$ cat config.mk
export PLATFORM = sky130hd
export DESIGN_NAME = if_stage
export DESIGN_NICKNAME = d
export VERILOG_FILES = /design/src/rtl/if_stage.sv
export SDC_FILE = /design/constraint.sdc
export NUM_CORES = 1
export LEC_CHECK = 0
export BUFFER_PORTS_ARGS = -buffer_cell sky130_fd_sc_hd__buf_4
export CORE_UTILIZATION = 30
export DETAILED_ROUTE_END_ITERATION = 8
export SYNTH_ARGS = -nofsm -noshare
export SYNTH_HDL_FRONTEND = slang
export SYNTH_SLANG_ARGS = --single-unit
$ cat constraint.sdc
create_clock -name clk -period 7.4 [get_ports clk]
set_clock_uncertainty 0.05 [all_clocks]
set_input_delay 1.48 -clock clk [delete_from_list [all_inputs] [get_ports clk]]
set_output_delay 1.48 -clock clk [all_outputs]
set_load 0.02 [all_outputs]
$ cat src/rtl/if_stage.sv
// rtl/if_stage.sv - MIPS instruction-fetch stage: fetch PC, one-outstanding imem port, F/D register
// Redirects resolved in decode squash the wrong-path word (no delay slot).
module if_stage #(
  parameter logic [31:0] RESET_PC = 32'h0000_0000
) (
  input  logic        clk,
  input  logic        rst,
  input  logic        stallF,
  input  logic        stallD,
  input  logic        redirectD,
  input  logic [31:0] redirect_pcD,
  output logic        inst_req,
  output logic [31:0] inst_addr,
  input  logic        inst_addr_ok,
  input  logic        inst_data_ok,
  input  logic [31:0] inst_rdata,
  output logic [31:0] pcF,
  output logic [31:0] instrD,
  output logic [31:0] pcD,
  output logic [31:0] pcplus4D,
  output logic        validD
);

  typedef enum logic [1:0] {
    S_REQ  = 2'd0,
    S_WAIT = 2'd1,
    S_HOLD = 2'd2
  } state_e;

  state_e      state_q, state_d;
  logic        discard_q, discard_d;
  logic [31:0] hold_q, hold_d;
  logic [31:0] pcF_q, pcF_d;
  logic [31:0] instrD_q, instrD_d;
  logic [31:0] pcD_q, pcD_d;
  logic [31:0] pcplus4D_q, pcplus4D_d;
  logic        validD_q, validD_d;

  logic        redir;
  logic        avail;
  logic        accept;
  logic [31:0] word;

  assign redir  = redirectD && !stallD;
  assign avail  = ((state_q == S_WAIT) && inst_data_ok && !discard_q) || (state_q == S_HOLD);
  assign word   = (state_q == S_HOLD) ? hold_q : inst_rdata;
  assign accept = avail && !stallF && !stallD && !redirectD;

  always_comb begin
    state_d   = state_q;
    discard_d = discard_q;
    hold_d    = hold_q;
    case (state_q)
      S_REQ: begin
        // A redirect landing on the accept cycle still owes the memory one response.
        if (inst_addr_ok) begin
          state_d   = S_WAIT;
          discard_d = redir;
        end
      end
      S_WAIT: begin
        if (inst_data_ok) begin
          discard_d = 1'b0;
          if (avail && !accept && !redir) begin
            state_d = S_HOLD;
            hold_d  = inst_rdata;
          end else begin
            state_d = S_REQ;
          end
        end else if (redir) begin
          discard_d = 1'b1;
        end
      end
      S_HOLD: begin
        if (accept || redir) state_d = S_REQ;
      end
      default: state_d = S_REQ;
    endcase
  end

  always_comb begin
    pcF_d      = pcF_q;
    instrD_d   = 32'h0;
    validD_d   = 1'b0;
    pcD_d      = pcD_q;
    pcplus4D_d = pcplus4D_q;
    if (redir) begin
      pcF_d = redirect_pcD;
    end else if (accept) begin
      pcF_d = pcF_q + 32'd4;
    end
    if (!redir && stallD) begin
      instrD_d = instrD_q;
      validD_d = validD_q;
    end else if (!redir && accept) begin
      instrD_d   = word;
      validD_d   = 1'b1;
      pcD_d      = pcF_q;
      pcplus4D_d = pcF_q + 32'd4;
    end
  end

  always_ff @(posedge clk or posedge rst) begin
    if (rst) begin
      state_q    <= S_REQ;
      discard_q  <= 1'b0;
      hold_q     <= 32'h0;
      pcF_q      <= RESET_PC;
      instrD_q   <= 32'h0;
      pcD_q      <= 32'h0;
      pcplus4D_q <= 32'h0;
      validD_q   <= 1'b0;
    end else begin
      state_q    <= state_d;
      discard_q  <= discard_d;
      hold_q     <= hold_d;
      pcF_q      <= pcF_d;
      instrD_q   <= instrD_d;
      pcD_q      <= pcD_d;
      pcplus4D_q <= pcplus4D_d;
      validD_q   <= validD_d;
    end
  end

  assign inst_req  = (state_q == S_REQ) && !rst;
  assign inst_addr = pcF_q;
  assign pcF       = pcF_q;
  assign instrD    = instrD_q;
  assign pcD       = pcD_q;
  assign pcplus4D  = pcplus4D_q;
  assign validD    = validD_q;

endmodule

==> metrics <==
via count about 6000; endpoints failing hold 0; GR Overflow Total 0; Die ar. around 26000 µm²; combinational cell fraction of total power 0.324; slew margin rel. 0.321; switching pwr roughly 0.0012 W; Post-Syn Area ~7600 µm²; # rows 57; clk buf depth 2; core area between 20000 and 25000 µm²; reg2reg path depth 6; vias in the first global route around 5900; Residual DRC 0; setup violators final 0; reg2reg start state_q[0]$_DFFE_PP0P_; Detailed Route Iter0 Violations between 300 and 400; P_int between 0.002 and 0.0025 W; non-filler cells, final 1258; Leak between 4 and 5 nW; DR WL/cell approximately 17 µm; Max VDD drop between 0.15 and 0.2 mV; diode count 0; CTS tree yes; worst reg2reg setup slack between 4000 and 5000 ps; post-route ant nets 0; fillers roughly 2500; Syn Area/Cell between 10 and 15 µm²; Cell Pwr Density around 350 nW/µm²; Clk Latency, worst-skew pair ~420 ps; Post-Place Cells between 1000 and 1500; Worst Setup End Kind flip-flop; crit path DAT around 4000 ps; Cells on Worst Hold Path 2; drt pass-1 iters 5; CTS clk-pin slew, worst paths about 60 ps; critical path class in2reg; Post-synth EDFFs 0; Synth Warn # 0; post-CTS setup buffers 0; sequential share of power 0.408; status complete, no violations; worst-path fanout max between 90 and 100; via-per-instance ratio 4.76; initial antenna violation count 2; CTS sink cnt between 150 and 200; Cells after Synth 750; worst hold path type reg2reg; Async S/R FF share, synth 1.00; MaxCap Viol Count 0; startpoint types input pin; Clk pwr share 0.268; sum of negative setup slack 0 ps; syn nets just over 800; share of cells above drive strength 1 0.335; Max H-tree Level 4; CTS Buf Count 17; RD Place Congestion 0.741; Hold Buf Count CTS 0; global-route wire length before repair 33700 µm; hpwl dp around 14000 µm; RSZ-0062 raised after global routing false; R2R Path End inst_addr[21]$_DFFE_PP0P_; CTS-repair resized insts 0; port bufs 232; CTS Root Cell clkbuf_16; IO Pins around 230; Hold EP pcD[11]$_DFFE_PP0P_; switching share of total power 0.350; pin count of the biggest net entering global routing 97; flip-flop and latch area between 4000 and 5000 µm²; Synth Register Bits 162; highest clock rate between 0.2 and 0.3 GHz; synth-to-layout area growth 30.5%; multi-input logic area around 3000 µm²; fin util 0.403; Synth cell types 50; die extent in y between 150 and 200 µm; worst hold start pcD[11]$_DFFE_PP0P_; fin crit share 0.508; Worst Max-Slew Pin Slew ~1000 ps; Nets around 1000; Starting Density 0.309; max-slew violations 0; Tot GR Track Use 0.167; Critical Path RT between 7000 and 8000 ps; final WL roughly 21000 µm; sequential area share after synthesis 0.535; Final min period 3760 ps; Synth Flop Type dfrtp_1; Die W 161 µm
registers in the layout, indices dropped and copies added (netlist names):
name,count
discard_q,1
state_q,2
instrD,32
inst_addr,32
hold_q,32
pcD,32
validD,1
pcplus4D,30
layout make-up:
| cell class | count | share of cell area |
|---|---|---|
| tap | 324 | 0.0410 |
| clock buffer | 21 | 0.0455 |
| sequential | 162 | 0.410 |
| clock inverter | 11 | 0.0154 |
| multi-input combinational | 490 | 0.302 |
| inverter | 12 | 0.00506 |
| timing repair buffer | 238 | 0.181 |
placed cells by master, fill, tap and decap left out, drive strengths merged, types with 3 or more instances in the layout:
| cell | count |
|---|---|
| a32oi | 3 |
| o221a | 3 |
| a21o | 5 |
| dfrtp | 162 |
| a22oi | 9 |
| inv | 14 |
| o21ai | 78 |
| nand2 | 170 |
| clkbuf | 21 |
| nand3 | 16 |
| nor4 | 4 |
| mux2i | 37 |
| and3 | 4 |
| clkinvlp | 3 |
| o21a | 3 |
| bufinv | 3 |
| o22a | 5 |
| nand4 | 17 |
| mux2 | 32 |
| a21oi | 10 |
| nor3 | 11 |
| buf | 238 |
| clkinv | 3 |
| xor2 | 15 |
| a221o | 7 |
| nor2 | 24 |
| xnor2 | 12 |
| or3 | 3 |
through the flow:
stage	hold slack, ps	setup WS [ps]	power, W	area, µm²
2_1_floorplan	414	1490	0.00206	7580
3_3_place_gp	413	3240	0.00251	9290
3_5_place_dp	416	3220	0.00253	9290
4_1_cts	432	3660	0.00346	9890
5_1_grt	453	3420	0.00362	9890
6_report	426	3640	0.00342	9890
Yosys cell counts (all sizes together) (3+ instances only):
| cell type | number | area [µm²] |
|---|---|---|
| clkbuf | 25 | 93.8 |
| nand4 | 17 | 106 |
| mux2 | 32 | 360 |
| nand2 | 170 | 638 |
| nor2 | 24 | 92.6 |
| xnor2 | 12 | 105 |
| a32oi | 3 | 26.3 |
| buf | 61 | 409 |
| mux2i | 37 | 370 |
| o22a | 5 | 43.8 |
| nand3 | 16 | 80.1 |
| nor3 | 11 | 55.1 |
| and3 | 4 | 25.0 |
| o21a | 3 | 30.0 |
| o21ai | 78 | 394 |
| inv | 12 | 45.0 |
| a21o | 5 | 37.5 |
| a22oi | 9 | 67.6 |
| a221o | 7 | 70.1 |
| dfrtp | 162 | 4050 |
| or3 | 3 | 18.8 |
| xor2 | 15 | 131 |
| a21oi | 10 | 50.1 |
| o221a | 3 | 33.8 |
| nor4 | 4 | 37.5 |
critical path, cell delays in order:
cell and delay, ps:
buf_4 520, or2_2 310, a211o_4 720, buf_4 560
nor2_1 80, mux2i_1 190, nand2_1 70
kinds of logic after synthesis:
family          after synthesis  synth area share
xor+xnor                     27            0.0312
simple gates                260             0.153
compound gates              133             0.110
mux                          69            0.0964
buf+inv                      98            0.0723
fa+ha+maj                     1           0.00165
flops                       162             0.535
how the worst max path moves through the flow:
stage | startpoint | endpoint | slack (ps) | cells after the start
4_1_cts | stallD | inst_addr[21]$_DFFE_PP0P_ | 3660 | 7
3_5_place_dp | stallD | inst_addr[21]$_DFFE_PP0P_ | 3220 | 7
2_1_floorplan | rst | discard_q$_DFFE_PP0P_ | 1490 | 1
5_1_grt | stallD | inst_addr[21]$_DFFE_PP0P_ | 3420 | 7
3_3_place_gp | stallD | inst_addr[21]$_DFFE_PP0P_ | 3240 | 7
6_report | stallD | inst_addr[21]$_DFFE_PP0P_ | 3640 | 7
power groups by stage:
stage                     Sequential, W  Combinational [W]  Clock [W]
after floorplan                 0.00157           0.000482          0
after global placement          0.00140            0.00110          0
after detailed placement        0.00141            0.00112          0
after CTS                       0.00139            0.00113   0.000944
after global routing            0.00143            0.00120   0.000982
final                           0.00139            0.00111   0.000916
metal layers:
layer  vias up  share of wire  global-route usage
li1       2881              -                   -
met1      2892           0.46               0.228
met2       192           0.46               0.256
met3        20          0.068              0.0566
met4         4         0.0093              0.0382
met5         -         0.0015                   0
Power figures use the tool's default switching activity.
